--- src/rtl/s13207_pkg.sv ---
// Shared types and field widths for the s13207 read-scan sequencer.
package s13207_pkg;

  localparam int SEL_W  = 4;
  localparam int BANK_W = 4;
  localparam int LEN_W  = 4;
  localparam int CNT_W  = 4;

  // Chip-select pattern that keeps the cone deselected.
  localparam logic [3:0] CS_IDLE_MASK = 4'hF;

  typedef enum logic [2:0] {
    IDLE,
    SETUP,
    SETTLE,
    SAMPLE,
    DONE
  } state_t;

endpackage

--- src/rtl/s13207_settle_timer.sv ---
// Loadable down-counter with a zero flag. Measures the settle time between
// driving an address into the cone and sampling its output.
module s13207_settle_timer
  import s13207_pkg::*;
#(
  parameter int W = CNT_W
) (
  input  logic         ck,
  input  logic         rst_n,
  input  logic         load,
  input  logic [W-1:0] load_val,
  input  logic         dec,
  output logic         zero
);

  logic [W-1:0] cnt;

  // Load takes priority over decrement; the counter stops at zero.
  always_ff @(posedge ck or negedge rst_n) begin
    if (!rst_n) begin
      cnt <= '0;
    end else if (load) begin
      cnt <= load_val;
    end else if (dec && (cnt != '0)) begin
      cnt <= cnt - 1'b1;
    end
  end

  assign zero = (cnt == '0);

endmodule

--- src/rtl/s13207_rd_sequencer.sv ---
// Read-scan driver for the s13207 single-bit read-mux cone. Steps the cone
// select through a burst of register indices, samples the cone output after
// a settle delay and returns the samples as one packed response word.
//
//   state  | meaning
//   IDLE   | ready for a burst request, cone parked
//   SETUP  | new index presented to the cone, settle timer loaded
//   SETTLE | waiting for the cone output to settle
//   SAMPLE | capturing rd_bit into the response word
//   DONE   | response valid, cone parked, waiting for rsp_ready
module s13207_rd_sequencer
  import s13207_pkg::*;
#(
  parameter int SETTLE_CYC = 2,
  parameter int DATA_W     = 16
) (
  input  logic              ck,
  input  logic              rst_n,
  input  logic              req_valid,
  output logic              req_ready,
  input  logic [BANK_W-1:0] req_bank,
  input  logic [SEL_W-1:0]  req_idx,
  input  logic [LEN_W-1:0]  req_len,
  output logic [SEL_W-1:0]  sel,
  output logic [BANK_W-1:0] bank,
  output logic              cs_en,
  output logic [3:0]        cs_mask,
  output logic              rd_gate,
  input  logic              rd_bit,
  output logic              rsp_valid,
  input  logic              rsp_ready,
  output logic [DATA_W-1:0] rsp_data,
  output logic [LEN_W-1:0]  rsp_len
);

  localparam logic [CNT_W-1:0] SETTLE_LOAD = CNT_W'(SETTLE_CYC - 1);

  state_t              state_q, state_d;
  logic [SEL_W-1:0]    idx_q;
  logic [BANK_W-1:0]   bank_q;
  logic [LEN_W-1:0]    len_q;
  logic [LEN_W-1:0]    beat_q;
  logic [DATA_W-1:0]   data_q;
  logic                tmr_load;
  logic                tmr_dec;
  logic                tmr_zero;
  logic                last_beat;

  assign last_beat = (beat_q == len_q);

  s13207_settle_timer #(.W(CNT_W)) u_settle_timer (
    .ck       (ck),
    .rst_n    (rst_n),
    .load     (tmr_load),
    .load_val (SETTLE_LOAD),
    .dec      (tmr_dec),
    .zero     (tmr_zero)
  );

  // State register.
  always_ff @(posedge ck or negedge rst_n) begin
    if (!rst_n) begin
      state_q <= IDLE;
    end else begin
      state_q <= state_d;
    end
  end

  // Next-state decode.
  always_comb begin
    state_d = state_q;
    unique case (state_q)
      IDLE:    if (req_valid) state_d = SETUP;
      SETUP:   state_d = SETTLE;
      SETTLE:  if (tmr_zero) state_d = SAMPLE;
      SAMPLE:  state_d = last_beat ? DONE : SETUP;
      DONE:    if (rsp_ready) state_d = IDLE;
      default: state_d = IDLE;
    endcase
  end

  // Cone control and handshake outputs decoded from the state. These only
  // move on SETUP entry (from IDLE) or DONE entry, so the cone inputs stay
  // steady for the whole burst while rd_gate is high.
  always_comb begin
    req_ready = 1'b0;
    rsp_valid = 1'b0;
    cs_en     = 1'b0;
    cs_mask   = CS_IDLE_MASK;
    rd_gate   = 1'b0;
    tmr_load  = 1'b0;
    tmr_dec   = 1'b0;
    unique case (state_q)
      IDLE:   req_ready = 1'b1;
      SETUP: begin
        cs_en    = 1'b1;
        cs_mask  = 4'h0;
        rd_gate  = 1'b1;
        tmr_load = 1'b1;
      end
      SETTLE: begin
        cs_en   = 1'b1;
        cs_mask = 4'h0;
        rd_gate = 1'b1;
        tmr_dec = 1'b1;
      end
      SAMPLE: begin
        cs_en   = 1'b1;
        cs_mask = 4'h0;
        rd_gate = 1'b1;
      end
      DONE:    rsp_valid = 1'b1;
      default: ;
    endcase
  end

  // Burst capture, index/beat stepping and sample packing. The index wraps
  // within 4 bits and never carries into the bank.
  always_ff @(posedge ck or negedge rst_n) begin
    if (!rst_n) begin
      idx_q  <= '0;
      bank_q <= '0;
      len_q  <= '0;
      beat_q <= '0;
      data_q <= '0;
    end else begin
      if (state_q == IDLE && req_valid) begin
        idx_q  <= req_idx;
        bank_q <= req_bank;
        len_q  <= req_len;
        beat_q <= '0;
        data_q <= '0;
      end else if (state_q == SAMPLE) begin
        data_q[beat_q] <= rd_bit;
        if (!last_beat) begin
          beat_q <= beat_q + 1'b1;
          idx_q  <= idx_q + 1'b1;
        end
      end
    end
  end

  assign sel      = idx_q;
  assign bank     = bank_q;
  assign rsp_data = data_q;
  assign rsp_len  = len_q;

endmodule

--- config.mk ---
export PLATFORM = sky130hd
export DESIGN_NAME = s13207_rd_sequencer
export DESIGN_NICKNAME = d
export VERILOG_FILES = /design/src/rtl/s13207_pkg.sv /design/src/rtl/s13207_settle_timer.sv /design/src/rtl/s13207_rd_sequencer.sv
export SDC_FILE = /design/constraint.sdc
export NUM_CORES = 1
export LEC_CHECK = 0
export CORE_MARGIN = 8
export CORE_UTILIZATION = 48
export DETAILED_ROUTE_END_ITERATION = 7
export GPL_TIMING_DRIVEN = 0
export PLACE_DENSITY = 0.88
export SETUP_SLACK_MARGIN = 0.05
export SLEW_MARGIN = 20
export SYNTH_ARGS = -nofsm -noshare
export SYNTH_HDL_FRONTEND = slang
export SYNTH_SLANG_ARGS = --single-unit
--- constraint.sdc ---
create_clock -name ck -period 2.15 [get_ports ck]
set_input_delay 0.215 -clock ck [delete_from_list [all_inputs] [get_ports ck]]
set_output_delay 0.215 -clock ck [all_outputs]
set_load 0.03 [all_outputs]
* Word-level counts from Yosys, hierarchy flattened
Index checks and enable logic that the tools add are counted.
** Cells by class
- Add/sub/neg operators :: 3
- $lt $le $gt $ge :: 2
- Equal/unequal tests :: 9
- Muxes and demuxes :: 24
- Reductions and logical operators :: 11
** Operators with widths (count)
- two-way mux 4 bit :: 9
- two-way mux 16 bit :: 2
- bitwise mux 16 bit :: 1
- case mux 3 bit (5 select lines) :: 1
- two-way mux 3 bit :: 4
- adder 4 x 1 -> 4 bit, second input constant :: 2
- equality test 3 x 2 -> 1 bit, second input constant :: 2
- two-way mux 1 bit :: 6
- inequality test 2 bit, second input constant :: 3
- less-than comparator 4 x 5 -> 1 bit, second input constant :: 1
- demux 1 bit (select 4 bit) :: 1
- equality test 4 bit :: 1
- >= comparator 4 x 1 -> 1 bit, second input constant :: 1
- logical NOT 4 bit :: 1
- nonzero test 2 bit :: 2
- nonzero test 4 bit :: 1
- subtractor 4 x 1 -> 4 bit, second input constant :: 1
- equality test 3 x 1 -> 1 bit, second input constant :: 1
- equality test 3 bit, second input constant :: 1
- logical AND 1 bit :: 3
- logical NOT 3 bit :: 1
- AND reduction 3 bit :: 1
- OR reduction 3 bit :: 1
- inequality test 2 x 1 -> 1 bit, second input constant :: 1
- AND reduction 2 bit :: 1
** Storage, ports and cells
- Flip-flop bits (word level) :: 39
- Bits of input ports :: 17
- Output and inout port bits :: 36
- Logic and storage cells :: 56

* Longest topological paths before layout
- Depth in word-level cells :: 7
- Mapped depth :: 7
- Gate-level depth less buffers :: 6

* Hierarchy
A second synthesis with hierarchy kept.
** Second synthesis, totals
- Cell total of the unflattened synthesis :: 217
- Area, all modules :: 2102.0 um2
** By module, submodules not included
- s13207_rd_sequencer :: times used 1, cells an instance 190, area an instance 1831.8 um2
- s13207_settle_timer :: times used 1, cells an instance 27, area an instance 270.3 um2

* Least setup slack after synthesis
OpenSTA, ideal clock, no wires.
- Path kind :: reg-to-reg
- Start :: register state_q[2]
- End :: register beat_q[2]
- Library setup time :: 0.135 ns
- Data arrival time :: 1.939 ns
- Data required time :: 2.015 ns
- Setup slack :: 0.076 ns
- Stages on the path, launching flop included :: 7
- Path buffers :: 2
- Clock period less this slack :: 2.074 ns
- Cell sequence :: dfrtp_1 -> buf_2 -> nor3_1 -> nand2_1 -> clkbuf_1 -> o211ai_1 -> o31ai_1
** Between the ends
- Longest elaborated chain between the ends :: 4
** Ends and longest elaborated chain
- from (decl) :: RTL line s13207_rd_sequencer.sv:38 : state_t state_q, state_d;
- from (signal assigned) :: RTL line s13207_rd_sequencer.sv:65 : state_q <= state_d;
- logical NOT 3 bit :: RTL line s13207_rd_sequencer.sv:127 : if (state_q == IDLE && req_valid) begin
- logical AND 1 bit :: RTL line s13207_rd_sequencer.sv:127
- inequality test 2 x 1 -> 1 bit (no source line) or nonzero test 2 bit (tied branches)
- AND reduction 2 bit (no source line)
- to (signal assigned) :: RTL line s13207_rd_sequencer.sv:136 : beat_q <= beat_q + 1'b1;
- to (decl) :: RTL line s13207_rd_sequencer.sv:42 : logic [LEN_W-1:0] beat_q;
Parallel ways exist; a longest one is shown, timed or not.
A chain may end at the register's enable or synchronous reset.

* Worst setup path after layout
- Start :: register state_q[0]
- End :: output port rsp_valid
** Between the ends
- Longest elaborated chain between the ends :: 2
** Ends and longest elaborated chain
- equality test 3 bit :: RTL line s13207_rd_sequencer.sv:93 : unique case (state_q)
- two-way mux 1 bit :: RTL line s13207_rd_sequencer.sv:93
- to (decl) :: RTL line s13207_rd_sequencer.sv:30 : output logic rsp_valid,
No other way between the ends.

==> out/metrics.csv <==
stage;metric;value;unit
timing;Final WS setup;0.1684;ns
place;post-placement setup slack;0.2951;ns
cts;CTS clk-pin slew, worst paths;0.08;ns
timing;Worst-Margin Slew;0.5160;ns
logic_synthesis;YS warnings;0;
logic_synthesis;sequential share of the synthesized area;48.24;%
critical_path;reg2reg setup slack;0.40;ns
grt;largest net degree at the start of global routing;22;
logic_synthesis;Post-Synth XOR/XNOR Area;3.896;%
die;IO Count;53;
finish;post-route cell area;0.002775;mm²
critical_path;Arrival @ worst endpoint;1.77;ns
finish;layout cells sized above 1;8.989;%
cts;CTS buffer count;5;
cts;CTS Sinks;39;
grt;vias in the first global route;1685;
timing;RSZ-0062 raised after global routing;false;
timing;Total Neg Setup Slack;0;ns
finish;filler cell count in the final layout;326;
critical_path;element type at the critical path end;primary output;
critical_path;startpoint types;flop;
logic_synthesis;Simple-Gate Fraction of Synth Area;22.14;%
drt;vias per cell;5.240;
grt;GRT Max-Usage Layer;met2;
cts;H-tree Lvls;2;
critical_path;WS Path Type;reg -> out;
cts;CTS Buffer Depth;2;
finish;Layout Utilization;68.88;%
grt;total track usage;15.67;%
die;core area;0.004029;mm²
logic_synthesis;adder-cell share of the synthesized area;4.329;%
drt;Remaining DRCs;0;
timing;Fmax;0.5046;GHz
logic_synthesis;flops & latches, synth;39;
worst_hold_path;HP Class;in -> async;
grt;GR Util met2;25.98;%
die;Core Rows;23;
logic_synthesis;synth top area cells;dfrtp_1 (48%), mux2i_1 (9.9%), nand2_1 (5.9%);
die;Die Ht;80.92;µm
power;Leak;1.371;nW
cts;Root Driver;clkbuf_8;
critical_path;Worst Path Max Fanout;9;
logic_synthesis;Syn Std Cell Area;0.002023;mm²
place;gp weighted congestion;0.8620;
cts;Clock Latency Late Sink;0.30;ns
power;Peak VDD IR;714.0;µV
critical_path;FF-to-FF End;beat_q[2];
drt;drt pass-1 iters;4;
flow_run;Max-Cap Viols;0;
logic_synthesis;Compound-Gate Fraction of Synth Area;4.947;%
logic_synthesis;Distinct cells, synth;32;
place;I/O Buffers;52;
power;Total Power;4.200;mW
run_status;outcome;complete, no violations;
timing;final hold violation count;0;
logic_synthesis;Synth top area share;48.24;%
timing;Final period util;92.17;%
power;Pwr Density;1514;mW/mm²
grt;Global Route met3 Usage;3.422;%
logic_synthesis;largest family of logic cells by synthesized area;simple AND/OR/NAND/NOR gates;
cts;setup bufs post-CTS;0;
place;area of placed instances;0.002629;mm²
timing;fin. max-slew vios;0;
timing;max_slew headroom;65.60;%
timing;final setup vio count;0;
die;Die Span X;80.92;µm
place;Post-DP HPWL;3513;µm
finish;Final Net Count;290;
logic_synthesis;Mapped Nets;229;
drt;Routed WL per cell;15.28;µm
timing;fin crit period;1.982;ns
drt;final WL;4844;µm
critical_path;Crit Reg-Reg Startpoint;state_q[2];
finish;Area Overhead vs Synth;37.17;%
die;die area;0.006548;mm²
logic_synthesis;post-synthesis mux area share;10.45;%
logic_synthesis;Synth Instances;205;
drt;DR vias;1661;
critical_path;CP required;1.93;ns
grt;global-route wire length before repair;8121;µm
cts;CTS tree;done;
grt;GRT overflow;0;
logic_synthesis;Avg Cell Area, Syn;9.869;µm²
die;Initial Util;50.22;%
grt;M1 GR Usage;19.18;%
logic_synthesis;leading area contributor after synthesis;dfrtp_1;
critical_path;Worst Reg-to-Reg Cells;6;
finish;n_diodes;0;
drt;DRT iter0 DRCs;174;
drt;Detail Route Antenna Nets;0;
timing;worst-case clock skew;0.005760;ns
grt;initial antenna violation count;0;
==> worst max-delay path, cell delays in order (launching register included) <==
cell             delay (ns)
dfrtp_1                0.36
buf_2                  0.17
nor2_1                 0.15
nand2_1                0.08
inv_1                  0.06
clkdlybuf4s50_1        0.66
==> synthesized netlist by cell type <==
cell	number
dfrtp_1	39
nand2_1	32
nor2_1	26
mux2i_1	20
inv_1	8
nand3_1	8
buf_2	7
ha_1	7
nand4b_1	7
xnor2_1	7
buf_4	5
clkbuf_1	5
nand4_1	5
nor3b_1	4
nor3_1	3
o21ai_1	3
and2_1	2
o31ai_1	2
xor2_1	2
a21o_1	1
a22oi_1	1
a31oi_1	1
a41oi_4	1
and3b_1	1
and4_1	1
mux2_2	1
nand2b_1	1
nand3b_1	1
o211ai_1	1
o21ai_0	1
o22a_1	1
or3b_1	1
==> flip-flops by register name (all words and copies together), names as in the netlist <==
signal              count
u_settle_timer.cnt      4
rsp_len                 4
sel                     4
state_q                 3
rsp_data               16
beat_q                  4
bank                    4
==> metrics by stage <==
stage          std cells  hold slack, ns
2_1_floorplan        205        -0.08059
3_3_place_gp         307          0.4571
3_5_place_dp         308          0.2034
4_1_cts              317          0.4155
5_1_grt              317          0.4343
6_report             317          0.4024
==> worst max path at each step <==
| stage | start | endpoint | slack (ns) | cells after the start |
|---|---|---|---|---|
| after floorplan | state_q[2] | beat_q[2] | 0.08 | 6 |
| after global placement | rst_n | u_settle_timer.cnt[0] | -0.05 | 1 |
| after detailed placement | state_q[0] | cs_mask[3] | 0.30 | 6 |
| after CTS | state_q[0] | cs_mask[0] | 0.06 | 5 |
| after global routing | state_q[0] | rsp_valid | 0.08 | 5 |
| final | state_q[0] | rsp_valid | 0.17 | 5 |
==> repair_timing <==
item                                   in CTS  in global routing
pin swaps                                   0                  0
hold buffers                                1                  0
endpoints found under the hold margin      18                  0
gates resized for setup                     4                  2
setup endpoints to repair                   4                  2
==> cell families (layout without fill, tap and decap cells) <==
logic type	count (synthesis)	after routing
and+or+nand+nor	92	92
DFF	39	39
buffers and inverters	25	87
muxes	21	21
AOI/OAI and AO/OA	12	12
xor gates and xnor gates	9	9
adders and majority gates	7	7
==> per-layer routing <==
layer / share of wire [%] / vias up
met4: 1.9 / 0
met2: 51 / 52
met5: 0 / -
met1: 41 / 792
met3: 6.1 / 10
li1: - / 807
==> placed cells by master, fill, tap and decap left out, drive strengths merged, types with 2 or more instances in the layout <==
master	synthesis	final
dlygate4sd2	0	4
inv	8	8
dfrtp	39	39
xor2	2	2
clkdlybuf4s50	0	45
o31ai	2	2
nor3	3	3
bufinv	0	2
nand3	8	8
nor2	26	26
nand4b	7	7
and2	2	2
nor3b	4	4
mux2i	20	20
xnor2	7	7
nand4	5	5
clkbuf	5	10
dlymetal6s2s	0	2
buf	12	14
nand2	32	32
ha	7	7
o21ai	4	4
==> cell type report <==
class	count	area (µm²)	share of cell area, %
repair buffers	54	553.0	19.93
well taps	50	62.56	2.254
inverters	8	30.03	1.082
flip-flops and latches	39	975.9	35.17
multi-input cells	141	925.9	33.36
clock buffers	5	68.82	2.480
plain buffers	17	91.34	3.291
clock inverters	3	67.56	2.435
==> power by group <==
group	switching [mW]	internal, mW	total (mW)	leakage, nW
Clock	0.271	0.463	0.733	0.0644
Combinational	1.38	0.932	2.31	0.797
Sequential	0.181	0.977	1.16	0.510
No activity file was read; power rests on OpenSTA's default activity.
